--- src/rtl/mem_arb_pkg.sv ---
// Shared encodings and request payload for the icache/LSB memory arbiter.
package mem_arb_pkg;

  localparam int unsigned XLEN         = 32;
  localparam int unsigned LS_TYPE_W    = 3;
  localparam int unsigned STARVE_CNT_W = 4;

  localparam logic [LS_TYPE_W-1:0] LS_W  = 3'b000;
  localparam logic [LS_TYPE_W-1:0] LS_HU = 3'b001;
  localparam logic [LS_TYPE_W-1:0] LS_BU = 3'b010;
  localparam logic [LS_TYPE_W-1:0] LS_H  = 3'b101;
  localparam logic [LS_TYPE_W-1:0] LS_B  = 3'b110;

  typedef enum logic [1:0] {
    OWN_NONE = 2'b00,
    OWN_LSB  = 2'b01,
    OWN_IC   = 2'b10
  } owner_e;

  typedef enum logic [1:0] {
    ST_IDLE  = 2'b00,
    ST_BUSY  = 2'b01,
    ST_DRAIN = 2'b10
  } state_e;

  typedef struct packed {
    logic [XLEN-1:0]      addr;
    logic [XLEN-1:0]      wdata;
    logic                 r_nw;
    logic [LS_TYPE_W-1:0] ls_type;
  } mc_req_t;

endpackage

--- src/rtl/mem_arb_starve_ctr.sv ---
// Saturating count of LSB grants taken while the icache was waiting.
module mem_arb_starve_ctr
  import mem_arb_pkg::*;
#(
  parameter int unsigned STARVE_LIMIT = 4
) (
  input  logic clk_in,
  input  logic rst_in,
  input  logic en,
  input  logic inc,
  input  logic clr,
  output logic at_limit_c
);

  logic [STARVE_CNT_W-1:0] cnt;

  always_ff @(posedge clk_in) begin
    if (rst_in) begin
      cnt <= '0;
    end else if (en) begin
      if (clr) begin
        cnt <= '0;
      end else if (inc && (cnt < STARVE_CNT_W'(STARVE_LIMIT))) begin
        cnt <= cnt + STARVE_CNT_W'(1);
      end
    end
  end

  assign at_limit_c = (cnt >= STARVE_CNT_W'(STARVE_LIMIT));

endmodule

--- src/rtl/mem_arbiter.sv ---
// Icache/LSB arbiter in front of the byte-serial memory controller.
// Optional performance counters are built when MEM_ARB_PERF_EN is defined.
module mem_arbiter
  import mem_arb_pkg::*;
#(
  parameter int unsigned STARVE_LIMIT = 4,
  parameter int unsigned CNT_W        = 32
) (
  input  logic                 clk_in,
  input  logic                 rst_in,
  input  logic                 rdy_in,
  input  logic                 flush_in,
  input  logic                 ic_req,
  input  logic [XLEN-1:0]      ic_addr,
  output logic                 ic_accept,
  output logic                 ic_valid,
  output logic [XLEN-1:0]      ic_rdata,
  input  logic                 lsb_req,
  input  logic [XLEN-1:0]      lsb_addr,
  input  logic [XLEN-1:0]      lsb_wdata,
  input  logic                 lsb_r_nw,
  input  logic [LS_TYPE_W-1:0] lsb_type,
  output logic                 lsb_accept,
  output logic                 lsb_valid,
  output logic [XLEN-1:0]      lsb_rdata,
  output logic                 mc_activate,
  output logic [XLEN-1:0]      mc_addr,
  output logic [XLEN-1:0]      mc_wdata,
  output logic                 mc_r_nw,
  output logic [LS_TYPE_W-1:0] mc_type,
  input  logic [XLEN-1:0]      mc_rdata,
  input  logic                 mc_done,
  output logic [CNT_W-1:0]     perf_ic_grants,
  output logic [CNT_W-1:0]     perf_lsb_grants,
  output logic [CNT_W-1:0]     perf_stall_cyc
);

  localparam mc_req_t REQ_RESET = '{addr: '0, wdata: '0, r_nw: 1'b1, ls_type: LS_W};

  state_e            state_q, state_d;
  owner_e            owner_q, owner_d;
  logic              drop_q, drop_d;
  mc_req_t           req_q, req_d;
  logic              act_q, act_d;
  logic              ic_acc_q, ic_acc_d, ic_val_q, ic_val_d;
  logic              lsb_acc_q, lsb_acc_d, lsb_val_q, lsb_val_d;
  logic [XLEN-1:0]   ic_rd_q, ic_rd_d, lsb_rd_q, lsb_rd_d;
  logic              force_ic_c, grant_ic_c, grant_lsb_c, droppable_c, drop_now_c;

  // LSB wins unless the icache has been starved; a flush blocks icache grants.
  assign grant_ic_c  = (state_q == ST_IDLE) && ic_req && !flush_in && (!lsb_req || force_ic_c);
  assign grant_lsb_c = (state_q == ST_IDLE) && lsb_req && !grant_ic_c;
  assign droppable_c = (owner_q == OWN_IC) || ((owner_q == OWN_LSB) && req_q.r_nw);
  assign drop_now_c  = drop_q || (flush_in && droppable_c);

  mem_arb_starve_ctr #(.STARVE_LIMIT(STARVE_LIMIT)) u_starve (
    .clk_in     (clk_in),
    .rst_in     (rst_in),
    .en         (rdy_in),
    .inc        (grant_lsb_c && ic_req),
    .clr        (grant_ic_c || (grant_lsb_c && !ic_req)),
    .at_limit_c (force_ic_c)
  );

  always_ff @(posedge clk_in) begin
    if (rst_in) begin
      state_q   <= ST_IDLE;
      owner_q   <= OWN_NONE;
      drop_q    <= 1'b0;
      req_q     <= REQ_RESET;
      act_q     <= 1'b0;
      ic_acc_q  <= 1'b0;
      ic_val_q  <= 1'b0;
      lsb_acc_q <= 1'b0;
      lsb_val_q <= 1'b0;
      ic_rd_q   <= '0;
      lsb_rd_q  <= '0;
    end else if (rdy_in) begin
      state_q   <= state_d;
      owner_q   <= owner_d;
      drop_q    <= drop_d;
      req_q     <= req_d;
      act_q     <= act_d;
      ic_acc_q  <= ic_acc_d;
      ic_val_q  <= ic_val_d;
      lsb_acc_q <= lsb_acc_d;
      lsb_val_q <= lsb_val_d;
      ic_rd_q   <= ic_rd_d;
      lsb_rd_q  <= lsb_rd_d;
    end
  end

  always_comb begin
    state_d   = state_q;
    owner_d   = owner_q;
    drop_d    = drop_q;
    req_d     = req_q;
    act_d     = act_q;
    ic_acc_d  = 1'b0;
    ic_val_d  = 1'b0;
    lsb_acc_d = 1'b0;
    lsb_val_d = 1'b0;
    ic_rd_d   = ic_rd_q;
    lsb_rd_d  = lsb_rd_q;
    case (state_q)
      ST_IDLE: begin
        if (grant_ic_c) begin
          req_d    = '{addr: ic_addr, wdata: '0, r_nw: 1'b1, ls_type: LS_W};
          act_d    = 1'b1;
          ic_acc_d = 1'b1;
          owner_d  = OWN_IC;
          state_d  = ST_BUSY;
        end else if (grant_lsb_c) begin
          req_d     = '{addr: lsb_addr, wdata: lsb_wdata, r_nw: lsb_r_nw, ls_type: lsb_type};
          act_d     = 1'b1;
          lsb_acc_d = 1'b1;
          owner_d   = OWN_LSB;
          state_d   = ST_BUSY;
        end
      end
      ST_BUSY: begin
        if (flush_in && droppable_c) drop_d = 1'b1;
        if (mc_done) begin
          act_d      = 1'b0;
          req_d.r_nw = 1'b1;
          state_d    = ST_DRAIN;
          if (!drop_now_c) begin
            if (owner_q == OWN_IC) begin
              ic_val_d = 1'b1;
              ic_rd_d  = mc_rdata;
            end else if (owner_q == OWN_LSB) begin
              lsb_val_d = 1'b1;
              lsb_rd_d  = req_q.r_nw ? mc_rdata : '0;
            end
          end
        end
      end
      ST_DRAIN: begin
        drop_d  = 1'b0;
        owner_d = OWN_NONE;
        state_d = ST_IDLE;
      end
      default: state_d = ST_IDLE;
    endcase
  end

  assign ic_accept   = ic_acc_q;
  assign ic_valid    = ic_val_q;
  assign ic_rdata    = ic_rd_q;
  assign lsb_accept  = lsb_acc_q;
  assign lsb_valid   = lsb_val_q;
  assign lsb_rdata   = lsb_rd_q;
  assign mc_activate = act_q;
  assign mc_addr     = req_q.addr;
  assign mc_wdata    = req_q.wdata;
  assign mc_r_nw     = req_q.r_nw;
  assign mc_type     = req_q.ls_type;

`ifdef MEM_ARB_PERF_EN
  logic [CNT_W-1:0] perf_ic_q, perf_lsb_q, perf_stall_q;
  logic             stall_c;

  assign stall_c = (ic_req || lsb_req) && !(grant_ic_c || grant_lsb_c);

  // Saturating event counters, frozen with the rest of the arbiter.
  always_ff @(posedge clk_in) begin
    if (rst_in) begin
      perf_ic_q    <= '0;
      perf_lsb_q   <= '0;
      perf_stall_q <= '0;
    end else if (rdy_in) begin
      if (grant_ic_c && (perf_ic_q != '1))     perf_ic_q    <= perf_ic_q + CNT_W'(1);
      if (grant_lsb_c && (perf_lsb_q != '1))   perf_lsb_q   <= perf_lsb_q + CNT_W'(1);
      if (stall_c && (perf_stall_q != '1))     perf_stall_q <= perf_stall_q + CNT_W'(1);
    end
  end

  assign perf_ic_grants  = perf_ic_q;
  assign perf_lsb_grants = perf_lsb_q;
  assign perf_stall_cyc  = perf_stall_q;
`else
  assign perf_ic_grants  = '0;
  assign perf_lsb_grants = '0;
  assign perf_stall_cyc  = '0;
`endif

endmodule

--- config.mk ---
export PLATFORM = sky130hd
export DESIGN_NAME = mem_arbiter
export DESIGN_NICKNAME = d
export VERILOG_FILES = /design/src/rtl/mem_arb_pkg.sv /design/src/rtl/mem_arb_starve_ctr.sv /design/src/rtl/mem_arbiter.sv
export SDC_FILE = /design/constraint.sdc
export NUM_CORES = 1
export LEC_CHECK = 0
export CAP_MARGIN = 20
export CORE_MARGIN = 5
export CORE_UTILIZATION = 30
export DETAILED_ROUTE_END_ITERATION = 16
export PLACE_DENSITY = 0.68
export SYNTH_ARGS = -nofsm -noshare
export SYNTH_HDL_FRONTEND = slang
export SYNTH_SLANG_ARGS = --single-unit
export TNS_END_PERCENT = 5
--- constraint.sdc ---
create_clock -name clk_in -period 1.81 [get_ports clk_in]
set_clock_uncertainty 0.1 [all_clocks]
set_input_delay 0.362 -clock clk_in [delete_from_list [all_inputs] [get_ports clk_in]]
set_output_delay 0.362 -clock clk_in [all_outputs]
set_load 0.005 [all_outputs]
==> results.yml <==
status:
  status: "complete, no violations"
die:
  die_w_um: 156
  placementRows: 53
  initial_utilization_pct: 30.5
  fp.dieH_um: 156
  io_pins: 372
  die_area_mm2: 0.0244
  coreArea_mm2: 0.0210
global_route:
  grt_pass1_wl_um: 31200
  grt_pass1_vias: 5746
  grt.overflow.total: 0
  grt_max_degree: 62
  antenna_found_initial: 2
  grt_usage_pct: 16.1
detailed_routing:
  vias: 6182
  drt_iter0_markers: 237
  ant_nets: 0
  wirelength_um: 22100
  via_per_inst: 4.51
  drt-pass1-iter-count: 6
  avgRoutedWirePerCell_um: 16.1
  drc_errors: 0
power:
  seqPwrFrac_pct: 41.3
  clockPowerShare_pct: 43.0
  p_leak_nw: 3.87
  fin_total_pwr_mw: 8.27
  ir_drop_mv: 0.619
  power_density_mw_per_mm2: 805
  p_comb_share_pct: 15.8
  swShare_pct: 25.5
  p_switching_mw: 2.11
  power.internal_mw: 6.16
yosys:
  yosys_warnings: 0
  synth-edff-count: 0
  syn_inst: 796
  ys_types: 40
  synth-seq-area-share_pct: 45.6
  async_flop_share_pct: 0
  synth_area_mm2: 0.00642
  ys_seq_elements: 146
  synth_ff_type: "dfxtp_1"
  syn_area_per_cell_um2: 8.06
placement:
  port_buffers: 275
  place_ws_ns: -0.480
  placed_area_mm2: 0.00933
  hpwlAfterDp_um: 15500
  place_congestion: 0.786
cells_and_area:
  multi_input_area_mm2: 0.00291
  n_fill_cell: 2031
  seq_area_mm2: 0.00293
  drive_above_1_share_pct: 10.8
  syn_to_final_growth_pct: 60.1
  layout.nets: 1225
  final_area_mm2: 0.0103
  antenna_cells: 0
sta:
  fin_crit_sh_pct: 97.1
  slew_viol_final: 0
  finalHoldViolCount: 0
  layout_setup_ws_ns: 0.0531
  fin_setup_tns_ns: 0
  rsz0062_at_grt: "true"
  clock.fmax_ghz: 0.569
  fin_crit_ns: 1.76
  setup_violations: 0
  holdWs_ns: 0.168
setup_path:
  endpoint_kind: "primary output"
  crit_type: "reg -> out"
  path_cells: "clkdlybuf4s50_1"
  cp.arrival_ns: 1.29
  start_kind: "flip-flop"
  cpPeakStageDelay_ns: 0.52
  critPathBufInv: 1
  crit_required_ns: 1.35
  cp_max_fo: 2
  crit_family: "buffers and inverters"
  cpMaxStageDelayCell: "clkdlybuf4s50_1"
clock_network:
  cts_hold_buf: 0
  cts.htree.levels: 4
  cts_buffers: 17
  cts_sinks: 146
  cts_buffer_depth: 2
  clkTransAtPathRegs_ns: 0.06
  clock_latency_ns: 0.41
  clockRootBuffer: "clkbuf_16"
  cts_tree: "yes"
min_path:
  hold_class: "in -> reg"
job:
  max_cap_viol_count: 0
[through the flow]
| step | util (%) | instances |
|---|---|---|
| finish | 48.9 | 1372 |
| detailed placement | 44.4 | 1329 |
| global placement | 44.4 | 1329 |
| CTS | 47.3 | 1360 |
| floorplan | - | 891 |
| global route | 48.9 | 1372 |
[placed cells by master, fill, tap and decap left out, types with 13 or more instances in the layout]
master,synthesis,final
clkdlybuf4s50_1,0,262
dfxtp_1,146,141
clkbuf_16,0,23
nand2_1,170,169
conb_1,1,96
a211oi_1,32,26
nor2_1,37,37
a21oi_1,141,136
nand3_1,68,68
buf_12,0,13
buf_4,98,34
[power groups by stage]
stage                     logic, mW  clock network (mW)  registers [mW]
final                          1.30                3.55            3.41
after global routing           1.41                3.82            3.43
after CTS                      1.20                3.68            3.41
after detailed placement       1.20                   0            3.48
after global placement         1.20                   0            3.48
after floorplan               0.589                   0            3.48
[routing by layer]
layer / wire length (um) / vias to the layer above / share of wire (%) / global-route usage, %
met4: 515 / 0 / 2.3 / 5.62
met2: 11000 / 266 / 50 / 27.6
li1: - / 3064 / - / -
met1: 8390 / 2822 / 38 / 18.3
met3: 2250 / 30 / 10 / 6.31
met5: 0 / - / 0 / 0
[final timing paths]
kind	slack, ns	from	endpoint	depth (start not counted)
max reg2reg	0.10	state_q[1]	mc_addr[1]	6
min reg2reg	0.35	lsb_rdata[3]	lsb_rdata[3]	2
max	0.05	mc_addr[24]	mc_addr[24]	1
min	0.17	rst_in	ic_valid	2
[state kept, by name (all words and copies together), names as in the netlist]
name / count
ic_rdata: 32
ic_accept: 1
mc_wdata: 32
lsb_rdata: 32
mc_type: 3
lsb_accept: 1
drop_q: 1
mc_activate: 1
lsb_valid: 1
mc_addr: 32
mc_r_nw: 1
owner_q: 2
ic_valid: 1
state_q: 2
u_starve.cnt: 4
[kinds of logic (layout without fill, tap and decap cells)]
group	Yosys count	after routing	share of synthesized area, %
other cells	1	96	0.0584
compound gates	191	192	17.2
buf+inv	160	365	16.5
mux	1	1	0.156
xor+xnor	1	1	0.137
flops	146	146	45.6
fa+ha+maj	1	1	0.195
simple gates	295	295	20.1
[synth_stat cells (2+ instances only)]
master      n  area (um2)
clkbuf_1   23        86.3
nand3_1    68         340
a211oi_1   32         240
nand2b_1    8        50.1
nand2_1   170         638
nor2_1     37         139
buf_4      98         736
buf_6       8        90.1
o21ai_0     3        15.0
nor2b_1     4        25.0
buf_1       3        11.3
inv_1       2        7.51
dfxtp_1   146        2920
o21a_1      3        22.5
a21oi_1   141         706
buf_2      26         130
[repair_timing]
action,in CTS,in global routing
cloned,0,9
setup endpoints to repair,52,104
setup buffers,0,3
pin swaps,0,14
resized for setup,11,33
hold endpoints to repair,0,0
[area by class of cell]
class | count | area share, %
Sequential cell | 146 | 28.5
Inverter | 2 | 0.0731
Timing Repair Buffer | 332 | 33.9
Multi-Input combinational cell | 586 | 28.4
Tap cell | 275 | 3.35
Clock buffer | 18 | 4.28
Clock inverter | 13 | 1.47
(Power assumes the default switching activity.)
